==> src/rtl/lane_merge_pkg.sv <==
// Shared constants and helpers for the two-lane merge FIFO.
package lane_merge_pkg;
  localparam int DATA_W_DEF = 8;
  localparam int DEPTH_DEF  = 8;
  localparam logic LANE0 = 1'b0;
  localparam logic LANE1 = 1'b1;

  function automatic int ptr_w(input int depth);
    return $clog2(depth);
  endfunction
endpackage

==> src/rtl/lane_merge_fifo_lane_fifo.sv <==
// Single-lane FIFO: storage, wrapping pointers, occupancy and registered status flags.
module lane_fifo
  import lane_merge_pkg::*;
#(
  parameter int DATA_W    = DATA_W_DEF,
  parameter int DEPTH     = DEPTH_DEF,
  parameter int AF_THRESH = 6
) (
  input  logic              gclk,
  input  logic              grst_n,
  input  logic              push,
  input  logic              pop,
  input  logic [DATA_W-1:0] wr_data,
  output logic [DATA_W-1:0] rd_data,
  output logic              empty,
  output logic              full,
  output logic              almost_full,
  output logic              overflow
);
  localparam int PW = ptr_w(DEPTH);
  localparam int CW = PW + 1;

  logic [DATA_W-1:0] mem [DEPTH];
  logic [PW-1:0]     wr_ptr, rd_ptr;
  logic [CW-1:0]     cnt, cnt_nxt;
  logic              push_ok, pop_ok;

  // A push into a full lane is dropped even if the lane is popped this cycle.
  assign push_ok = push & ~full;
  assign pop_ok  = pop & ~empty;
  assign rd_data = mem[rd_ptr];

  always_comb begin
    cnt_nxt = cnt;
    if (push_ok && !pop_ok)      cnt_nxt = cnt + CW'(1);
    else if (!push_ok && pop_ok) cnt_nxt = cnt - CW'(1);
  end

  always_ff @(posedge gclk or negedge grst_n) begin
    if (!grst_n) begin
      wr_ptr      <= '0;
      rd_ptr      <= '0;
      cnt         <= '0;
      empty       <= 1'b1;
      full        <= 1'b0;
      almost_full <= 1'b0;
      overflow    <= 1'b0;
    end else begin
      if (push_ok) wr_ptr <= wr_ptr + PW'(1);
      if (pop_ok)  rd_ptr <= rd_ptr + PW'(1);
      cnt         <= cnt_nxt;
      empty       <= (cnt_nxt == '0);
      full        <= (cnt_nxt == CW'(DEPTH));
      almost_full <= (cnt_nxt >= CW'(AF_THRESH));
      overflow    <= overflow | (push & full);
    end
  end

  always_ff @(posedge gclk) begin
    if (push_ok) mem[wr_ptr] <= wr_data;
  end
endmodule

==> src/rtl/lane_merge_fifo.sv <==
// Two-lane merge FIFO with round-robin pop arbitration and a registered output.
// Optional LANE_MERGE_DROP_COUNT_EN adds saturating per-lane drop counters.
module lane_merge_fifo
  import lane_merge_pkg::*;
#(
  parameter int DATA_W    = DATA_W_DEF,
  parameter int DEPTH     = DEPTH_DEF,
  parameter int AF_THRESH = 6
) (
  input  logic              clk_2f,
  input  logic              reset,
  input  logic [DATA_W-1:0] data_in0,
  input  logic [DATA_W-1:0] data_in1,
  input  logic              valid_in0,
  input  logic              valid_in1,
  input  logic              pop,
  output logic [DATA_W-1:0] data_out,
  output logic              valid_out,
  output logic              lane_out,
  output logic              empty,
  output logic              full0,
  output logic              full1,
  output logic              almost_full0,
  output logic              almost_full1,
  output logic              overflow0,
  output logic              overflow1
`ifdef LANE_MERGE_DROP_COUNT_EN
  ,
  output logic [7:0]        drop_cnt0,
  output logic [7:0]        drop_cnt1
`endif
);
  localparam int NUM_LANES = 2;

  logic [NUM_LANES-1:0][DATA_W-1:0] wr_data, rd_data;
  logic [NUM_LANES-1:0] push, lane_pop, l_empty, l_full, l_af, l_ovf;
  logic                 sel, pop_ok, last_served;

  assign wr_data = {data_in1, data_in0};
  assign push    = {valid_in1, valid_in0};

  for (genvar i = 0; i < NUM_LANES; i++) begin : g_lane
    lane_fifo #(.DATA_W(DATA_W), .DEPTH(DEPTH), .AF_THRESH(AF_THRESH)) u_fifo (
      .gclk        (clk_2f),
      .grst_n      (reset),
      .push        (push[i]),
      .pop         (lane_pop[i]),
      .wr_data     (wr_data[i]),
      .rd_data     (rd_data[i]),
      .empty       (l_empty[i]),
      .full        (l_full[i]),
      .almost_full (l_af[i]),
      .overflow    (l_ovf[i])
    );
  end

  // Round-robin: with both lanes ready, serve the lane not served last.
  assign pop_ok = pop & ~(&l_empty);
  always_comb begin
    sel = ~last_served;
    if (l_empty[LANE0])      sel = LANE1;
    else if (l_empty[LANE1]) sel = LANE0;
  end
  assign lane_pop = pop_ok ? (sel ? 2'b10 : 2'b01) : 2'b00;

  always_ff @(posedge clk_2f or negedge reset) begin
    if (!reset) begin
      data_out    <= '0;
      valid_out   <= 1'b0;
      lane_out    <= LANE0;
      last_served <= LANE1;
    end else begin
      valid_out <= pop_ok;
      if (pop_ok) begin
        data_out    <= rd_data[sel];
        lane_out    <= sel;
        last_served <= sel;
      end
    end
  end

  assign empty        = &l_empty;
  assign full0        = l_full[LANE0];
  assign full1        = l_full[LANE1];
  assign almost_full0 = l_af[LANE0];
  assign almost_full1 = l_af[LANE1];
  assign overflow0    = l_ovf[LANE0];
  assign overflow1    = l_ovf[LANE1];

`ifdef LANE_MERGE_DROP_COUNT_EN
  logic [NUM_LANES-1:0][7:0] drop_cnt;
  logic [NUM_LANES-1:0]      drop;

  assign drop = push & l_full;

  always_ff @(posedge clk_2f or negedge reset) begin
    if (!reset) begin
      drop_cnt <= '0;
    end else begin
      for (int i = 0; i < NUM_LANES; i++)
        if (drop[i] && drop_cnt[i] != 8'hFF) drop_cnt[i] <= drop_cnt[i] + 8'd1;
    end
  end

  assign drop_cnt0 = drop_cnt[LANE0];
  assign drop_cnt1 = drop_cnt[LANE1];
`endif
endmodule
==> config.mk <==
export PLATFORM = sky130hd
export DESIGN_NAME = lane_merge_fifo
export DESIGN_NICKNAME = d
export VERILOG_FILES = /design/src/rtl/lane_merge_pkg.sv /design/src/rtl/lane_merge_fifo_lane_fifo.sv /design/src/rtl/lane_merge_fifo.sv
export SDC_FILE = /design/constraint.sdc
export NUM_CORES = 1
export LEC_CHECK = 0
export CAP_MARGIN = 20
export CORE_UTILIZATION = 45
export CTS_BUF_LIST = sky130_fd_sc_hd__clkbuf_4 sky130_fd_sc_hd__clkbuf_8
export CTS_CLUSTER_SIZE = 24
export DETAILED_ROUTE_END_ITERATION = 10
export PLACE_DENSITY = 0.75
export RECOVER_POWER = 100
export SLEW_MARGIN = 20
export SYNTH_ARGS = -nofsm -noshare
export SYNTH_HDL_FRONTEND = slang
export SYNTH_HIERARCHICAL = 1
export SYNTH_SLANG_ARGS = --single-unit
==> constraint.sdc <==
create_clock -name clk_2f -period 2 [get_ports clk_2f]
set_clock_uncertainty 0.05 [all_clocks]
set_input_delay 0.4 -clock clk_2f [delete_from_list [all_inputs] [get_ports clk_2f]]
set_output_delay 0.4 -clock clk_2f [all_outputs]
set_load 0.01 [all_outputs]
Word-level counts from Yosys, hierarchy flattened
Memories as Yosys holds them, arrays and structs flattened.
Index checks and enable logic that the tools add are counted.
{"block": "totals", "register_bits": 39, "ramBits": 128, "inputBits": 21, "out_inout_bits": 17, "word_cells": 73, "memories": 2}
{"block": "classes", "add_sub_neg": 8, "order_cmp": 3, "n_eq_ne": 2, "n_mux": 14, "n_bitwise": 15, "reduce_logical": 11}
{"memory": "g_lane[0].u_fifo.mem", "depth": 8, "word_bits": 8, "read_ports": 1, "rd_clocked_by_memory_dff": 0, "write_ports": 1, "line_no": "lane_merge_fifo_lane_fifo.sv:23", "text": "logic [DATA_W-1:0] mem [DEPTH];"}
{"memory": "g_lane[1].u_fifo.mem", "depth": 8, "word_bits": 8, "read_ports": 1, "rd_clocked_by_memory_dff": 0, "write_ports": 1, "line_no": "lane_merge_fifo_lane_fifo.sv:23"}
{"operator": "two-way mux 4 bit", "count": 4}
{"operator": "two-way mux 8 bit", "count": 2}
{"operator": "adder 3 x 1 -> 3 bit (second input constant)", "count": 4}
{"operator": "adder 4 x 1 -> 4 bit (second input constant)", "count": 2}
{"operator": "equality test 4 bit (second input constant)", "count": 2}
{"operator": "greater-or-equal comparator 4 x 3 -> 1 bit (second input constant)", "count": 2}
{"operator": "zero test 4 bit", "count": 2}
{"operator": "subtractor 4 x 1 -> 4 bit (second input constant)", "count": 2}
{"operator": "bitwise AND 1 bit", "count": 7}
{"operator": "two-way mux 1 bit", "count": 6}
{"operator": "inverter 1 bit", "count": 6}
{"operator": "logical AND 1 bit", "count": 4}
{"operator": "zero test 1 bit", "count": 4}
{"operator": "two-way mux 2 bit", "count": 2}
{"operator": "< comparator 1 x 2 -> 1 bit (second input constant)", "count": 1}
{"operator": "bitwise OR 1 bit", "count": 2}
{"operator": "AND reduction 2 bit", "count": 1}

Longest topological paths before layout
{"block": "logic_depth", "word_depth": 10, "mapped_depth": 8, "depth_no_buf": 7}

Cells and area by module
The synthesis kept the hierarchy.
{"module": "lane_fifo at g_lane[0].u_fifo", "instances": 1, "cells_each": 158, "area_each_um2": 3208.1, "seq_area_each_um2": 2273.4}
{"module": "lane_fifo at g_lane[1].u_fifo", "instances": 1, "cells_each": 157, "area_each_um2": 3136.8, "seq_area_each_um2": 2273.4}
{"module": "lane_merge_fifo", "instances": 1, "cells_each": 37, "area_each_um2": 499.2, "seq_area_each_um2": 276.5}

Least setup slack after synthesis
No wires, ideal clock.
{"block": "synth_path", "path_kind": "flip-flop to flip-flop", "startpoint": "register g_lane[0].u_fifo.empty", "endpoint": "register g_lane[1].u_fifo.full", "setup_time_ps": 95, "arrival_time_ps": 1936, "required_time_ps": 1855, "setup_slack_ps": -81, "path_stages_with_launch": 9, "n_path_buf": 1, "period_less_slack_ps": 2081, "cell_sequence": "dfstp_2 > nor2b_1 > nor3b_2 > buf_2 > and2b_2 > and2_4 > a22oi_1 > xnor2_1 > nor4b_2"}
{"block": "synth_via", "elab_chain_cells": 9, "elab_cells_between_ends": 13, "classes_between": "eq/ne: 1; mux: 5; bitwise: 3; reduce/logical: 4"}
{"element": "start, declared", "line_no": "lane_merge_fifo_lane_fifo.sv:15", "text": "output logic empty,"}
{"element": "start signal, assigned", "line_no": "lane_merge_fifo_lane_fifo.sv:52", "text": "empty <= (cnt_nxt == '0);"}
{"element": "AND reduction 2 bit", "line_no": "lane_merge_fifo.sv:58", "text": "assign pop_ok = pop & ~(&l_empty);"}
{"element": "inverter 1 bit", "line_no": "lane_merge_fifo.sv:58"}
{"element": "bitwise AND 1 bit", "line_no": "lane_merge_fifo.sv:58"}
{"element": "two-way mux 2 bit (*)", "line_no": "lane_merge_fifo.sv:64", "text": "assign lane_pop = pop_ok ? (sel ? 2'b10 : 2'b01) : 2'b00;"}
{"element": "via lane_pop[1]", "line_no": "lane_merge_fifo.sv:36", "text": "logic [NUM_LANES-1:0] push, lane_pop, l_empty, l_full, l_af, l_ovf;"}
{"element": "bitwise AND 1 bit (*)", "line_no": "lane_merge_fifo_lane_fifo.sv:30", "text": "assign pop_ok = pop & ~empty;"}
{"element": "logical AND 1 bit or zero test 1 bit (tied branches)", "line_no": "lane_merge_fifo_lane_fifo.sv:36, lane_merge_fifo_lane_fifo.sv:35"}
{"element": "two-way mux 4 bit or logical AND 1 bit (tied branches)", "line_no": "lane_merge_fifo_lane_fifo.sv:36, lane_merge_fifo_lane_fifo.sv:35"}
{"element": "two-way mux 4 bit (*)", "line_no": "lane_merge_fifo_lane_fifo.sv:35", "text": "if (push_ok && !pop_ok) cnt_nxt = cnt + CW'(1);"}
{"element": "via g_lane[1].u_fifo.cnt_nxt[3]", "line_no": "lane_merge_fifo_lane_fifo.sv:25", "text": "logic [CW-1:0] cnt, cnt_nxt;"}
{"element": "equality test 4 bit (*)", "line_no": "lane_merge_fifo_lane_fifo.sv:53", "text": "full <= (cnt_nxt == CW'(DEPTH));"}
{"element": "end signal, assigned", "line_no": "lane_merge_fifo_lane_fifo.sv:53"}
{"element": "end, declared", "line_no": "lane_merge_fifo_lane_fifo.sv:16", "text": "output logic full,"}
The timed path passes the listed nets; every way through them passes the cells marked *.
A chain may end at the register's enable or synchronous reset.

Worst setup path after layout
{"block": "layout_path", "startpoint": "register g_lane[0].u_fifo.empty", "endpoint": "register g_lane[1].u_fifo.empty"}
{"block": "layout_via", "elab_chain_cells": 9, "elab_cells_between_ends": 13, "classes_between": "mux: 5; bitwise: 3; reduce/logical: 5"}
{"element": "AND reduction 2 bit", "line_no": "lane_merge_fifo.sv:58"}
{"element": "inverter 1 bit", "line_no": "lane_merge_fifo.sv:58"}
{"element": "bitwise AND 1 bit", "line_no": "lane_merge_fifo.sv:58"}
{"element": "two-way mux 2 bit (*)", "line_no": "lane_merge_fifo.sv:64"}
{"element": "bitwise AND 1 bit (*)", "line_no": "lane_merge_fifo_lane_fifo.sv:30"}
{"element": "logical AND 1 bit or zero test 1 bit (tied branches)", "line_no": "lane_merge_fifo_lane_fifo.sv:36, lane_merge_fifo_lane_fifo.sv:35"}
{"element": "two-way mux 4 bit or logical AND 1 bit (tied branches)", "line_no": "lane_merge_fifo_lane_fifo.sv:36, lane_merge_fifo_lane_fifo.sv:35"}
{"element": "two-way mux 4 bit (*)", "line_no": "lane_merge_fifo_lane_fifo.sv:35"}
{"element": "via g_lane[1].u_fifo.cnt_nxt[2]", "line_no": "lane_merge_fifo_lane_fifo.sv:25"}
{"element": "zero test 4 bit (*)", "line_no": "lane_merge_fifo_lane_fifo.sv:52"}
{"element": "end signal, assigned", "line_no": "lane_merge_fifo_lane_fifo.sv:52"}
{"element": "end, declared", "line_no": "lane_merge_fifo_lane_fifo.sv:15"}
Marks and branches as above.

==> flow_metrics.env <==
export IMPL_dieArea_um2=15710
export IMPL_worst_setup_path_type="flop to flop"
export IMPL_num_rows=44
export IMPL_vias_per_cell=5.371
export IMPL_synth_commonest_cells="edfxtp_1, dfrtp_1, mux4_2"
export IMPL_cap_violations=0
export IMPL_swShare=0.2948
export IMPL_synth_fp_nets=381
export IMPL_setup_viol_count_final=1
export IMPL_worstPathRequired_ns=2.31
export IMPL_crit_fanout=5
export IMPL_hp_start="g_lane[1].u_fifo/overflow$_DFF_PN0_"
export IMPL_num_antenna_cells=0
export IMPL_rr_startpoint="g_lane[0].u_fifo/empty$_DFF_PN1_"
export IMPL_grt_usage=0.1720
export IMPL_drt_pass1_iter_count=10
export IMPL_synth_compound_area_frac=0.03327
export IMPL_synth_seq_cells=167
export IMPL_layout_nets=460
export IMPL_synth_area_leaders="edfxtp_1, dfrtp_1, mux4_2"
export IMPL_yosys_area_top_type_share=0.5616
export IMPL_pin_count=38
export IMPL_utilization=0.5525
export IMPL_synth_cell_types=41
export IMPL_r2r_setup_slack_ns=-0.006
export IMPL_ys_seq_area_frac=0.7048
export IMPL_post_route_min_period_ns=2.006
export IMPL_switching_power_uw=3424
export IMPL_synth_ff_type="edfxtp_1"
export IMPL_syn_to_final_growth_pct=18.67
export IMPL_synthXorXnorAreaFrac=0.01993
export IMPL_cts_tree="done"
export IMPL_internal_power_uw=8191
export IMPL_async_flop_share=0.2335
export IMPL_reg2regPathDepth=9
export IMPL_hold_class="flop to flop"
export IMPL_max_freq_ghz=0.4986
export IMPL_clock_sinks=167
export IMPL_cts_root_buf="clkbuf_8"
export IMPL_die_h_um=125.3
export IMPL_drt_wl_total_mm=12.28
export IMPL_synth_edf_count=128
export IMPL_wl_per_cell_um=19.55
export IMPL_finalMaxSlewViolations=0
export IMPL_ant_nets=0
export IMPL_hold_viol=0
export IMPL_ir_drop_uv=713.5
export IMPL_critPathLaunchType="flop"
export IMPL_clk_pin_slew_ns=0.08
export IMPL_nFillCells=1088
export IMPL_post_dp_hpwl_mm=8.034
export IMPL_routabilityCongestion=0.8216
export IMPL_synth_mux_area_frac=0.1393
export IMPL_worstSetupEndpointType="flop"
export IMPL_htree_levels=4
export IMPL_grt_pass1_wl_mm=19.68
export IMPL_die_w_um=125.3
export IMPL_yosys_area_share_adder=0.01463
export IMPL_r2r_end="g_lane[1].u_fifo/empty$_DFF_PN1_"
export IMPL_tns_ns=-0.005711
export IMPL_synth_most_common_cell="edfxtp_1"
export IMPL_arrival_ns=2.32
export IMPL_fin_ws_ns=-0.005711
export IMPL_combPwrFrac=0.344
export IMPL_worst_pin_slew_ns=0.9641
export IMPL_whs_path_depth=1
export IMPL_synth_simple_area_share=0.06929
export IMPL_multi_input_area_um2=1927
export IMPL_drc=3
export IMPL_cts_buffers=17
export IMPL_drive_gt1_frac=0.3153
export IMPL_dr_total_vias=3373
export IMPL_clock_latency_ns=0.45
export IMPL_slew_headroom=0.3573
export IMPL_clock_path_buffers=2
export IMPL_core_area_um2=14700
export IMPL_grt_max_degree=40
export IMPL_register_area_um2=4823
export IMPL_worstHoldEndpoint="g_lane[1].u_fifo/overflow$_DFF_PN0_"
export IMPL_syn_cell_area_um2=6844
export IMPL_cellLeakagePower_uw=0.002950
export IMPL_grt_pass1_vias=3718
export IMPL_ys_warn_count=6
export IMPL_status="complete, but fails checks"
export IMPL_cp_startpoint="g_lane[0].u_fifo/empty$_DFF_PN1_"
export IMPL_initial_core_util=0.4656
export IMPL_drt_iter0_markers=262
export IMPL_antenna_found_initial=0
export IMPL_io_buffer_count=37
export IMPL_p_per_area_nw_per_um2=1430
export IMPL_synth_area_leader_cell="edfxtp_1"
export IMPL_seqPwrFrac=0.435
export IMPL_violations="design-rule violations, negative setup slack"
export IMPL_period_share=1.003
export IMPL_syn_instance_count=352
export IMPL_syn_area_per_cell_um2=19.44
export IMPL_synth_top_family_by_area="multiplexers"
export IMPL_grt_ovfl_total=0
export IMPL_p_clk_frac=0.221
export IMPL_rsz0062_at_grt="true"
metal layers:
layer,track usage,wire length [um],vias to the layer above
li1,-,-,1555
met1,0.2212,5373,1720
met2,0.2800,6155,79
met3,0.04407,570,19
met4,0.07102,176,0
met5,0,0,-
flip-flops by register name, summed over array words and instances (netlist names):
signal	count
g_lane.u_fifo/mem	128
data_out	8
g_lane.u_fifo/cnt	8
g_lane.u_fifo/rd_ptr	6
g_lane.u_fifo/wr_ptr	6
g_lane.u_fifo/almost_full	2
g_lane.u_fifo/empty	2
g_lane.u_fifo/full	2
g_lane.u_fifo/overflow	2
lane_out	1
last_served	1
valid_out	1
power groups by stage:
| stage | clock (uW) | sequential, uW | combinational [uW] |
|---|---|---|---|
| 3_3_place_gp | 0 | 5080 | 3810 |
| 4_1_cts | 2610 | 5060 | 4000 |
| 2_1_floorplan | 0 | 4980 | 2760 |
| 6_report | 2570 | 5050 | 4000 |
| 5_1_grt | 2770 | 5140 | 4330 |
| 3_5_place_dp | 0 | 5130 | 3950 |
repair_timing:
action	4_1_cts	5_1_grt
endpoints found under the setup margin	2	6
buffers inserted	1	4
hold buffers	1	0
pin swaps	2	6
gates resized for setup	2	5
endpoints found under the hold margin	36	0
layout make-up:
type | instances | area share
clock buffers | 28 | 0.04206
clock inverters | 4 | 0.01171
inverters | 5 | 0.002927
multi-input cells | 168 | 0.2373
flip-flops and latches | 167 | 0.5939
well taps | 184 | 0.02835
repair buffers | 72 | 0.08381
cell families (layout without fill, tap and decap cells):
logic type,Yosys count,after routing
buffers and inverters,17,109
multiplexers,50,50
XOR/XNOR,13,13
flip-flops,167,167
adder cells (fa/ha/maj),8,8
AO/OA/AOI/OAI,22,22
AND/OR/NAND/NOR,75,75
critical path, stage by stage, from the launching register on:
cell,delay [ns]
dfstp_2,0.56
buf_6,0.11
nor2b_2,0.04
nor3b_2,0.18
and2b_2,0.22
nor2_4,0.06
buf_4,0.14
a22oi_4,0.14
xnor2_2,0.13
nor4_2,0.30
worst max-delay path by stage:
stage                                                         to  cells past startpoint
after detailed placement  g_lane[1].u_fifo/almost_full$_DFF_PN0_                      7
final                           g_lane[1].u_fifo/empty$_DFF_PN1_                      9
after floorplan                 g_lane[1].u_fifo/empty$_DFF_PN1_                      8
after global routing            g_lane[1].u_fifo/empty$_DFF_PN1_                      8
after CTS                       g_lane[1].u_fifo/empty$_DFF_PN1_                      8
after global placement    g_lane[1].u_fifo/almost_full$_DFF_PN0_                      7
metrics by stage:
stage                     instance area [um2]  power (uW)  std cells  hold WS, ns  worst slack (ns)
after global placement                   7627        8893        590       0.3309           -0.1959
after global routing                     8122       12240        628       0.4329          -0.09037
after detailed placement                 7627        9074        590       0.3397           -0.3305
final                                    8122       11620        628       0.4198         -0.005711
after CTS                                8089       11670        624       0.3786          -0.03109
after floorplan                          6863        7742        352      0.05441         -0.006258
placed cells by master, fill, tap and decap left out, types with 4 or more instances in the layout:
cell,n
buf_4,26
nor2_1,13
inv_1,4
buf_12,4
nand2b_1,5
xnor2_2,4
dlygate4sd3_1,18
ha_1,8
mux4_1,8
nor3_1,8
nor2b_1,10
xnor2_1,7
clkbuf_4,7
mux2_2,18
nand2_1,18
mux4_2,24
dfrtp_1,36
a21o_1,6
edfxtp_1,128
a221o_1,8
clkbuf_8,21
clkdlybuf4s50_1,18
Power figures use the tool's default switching activity.
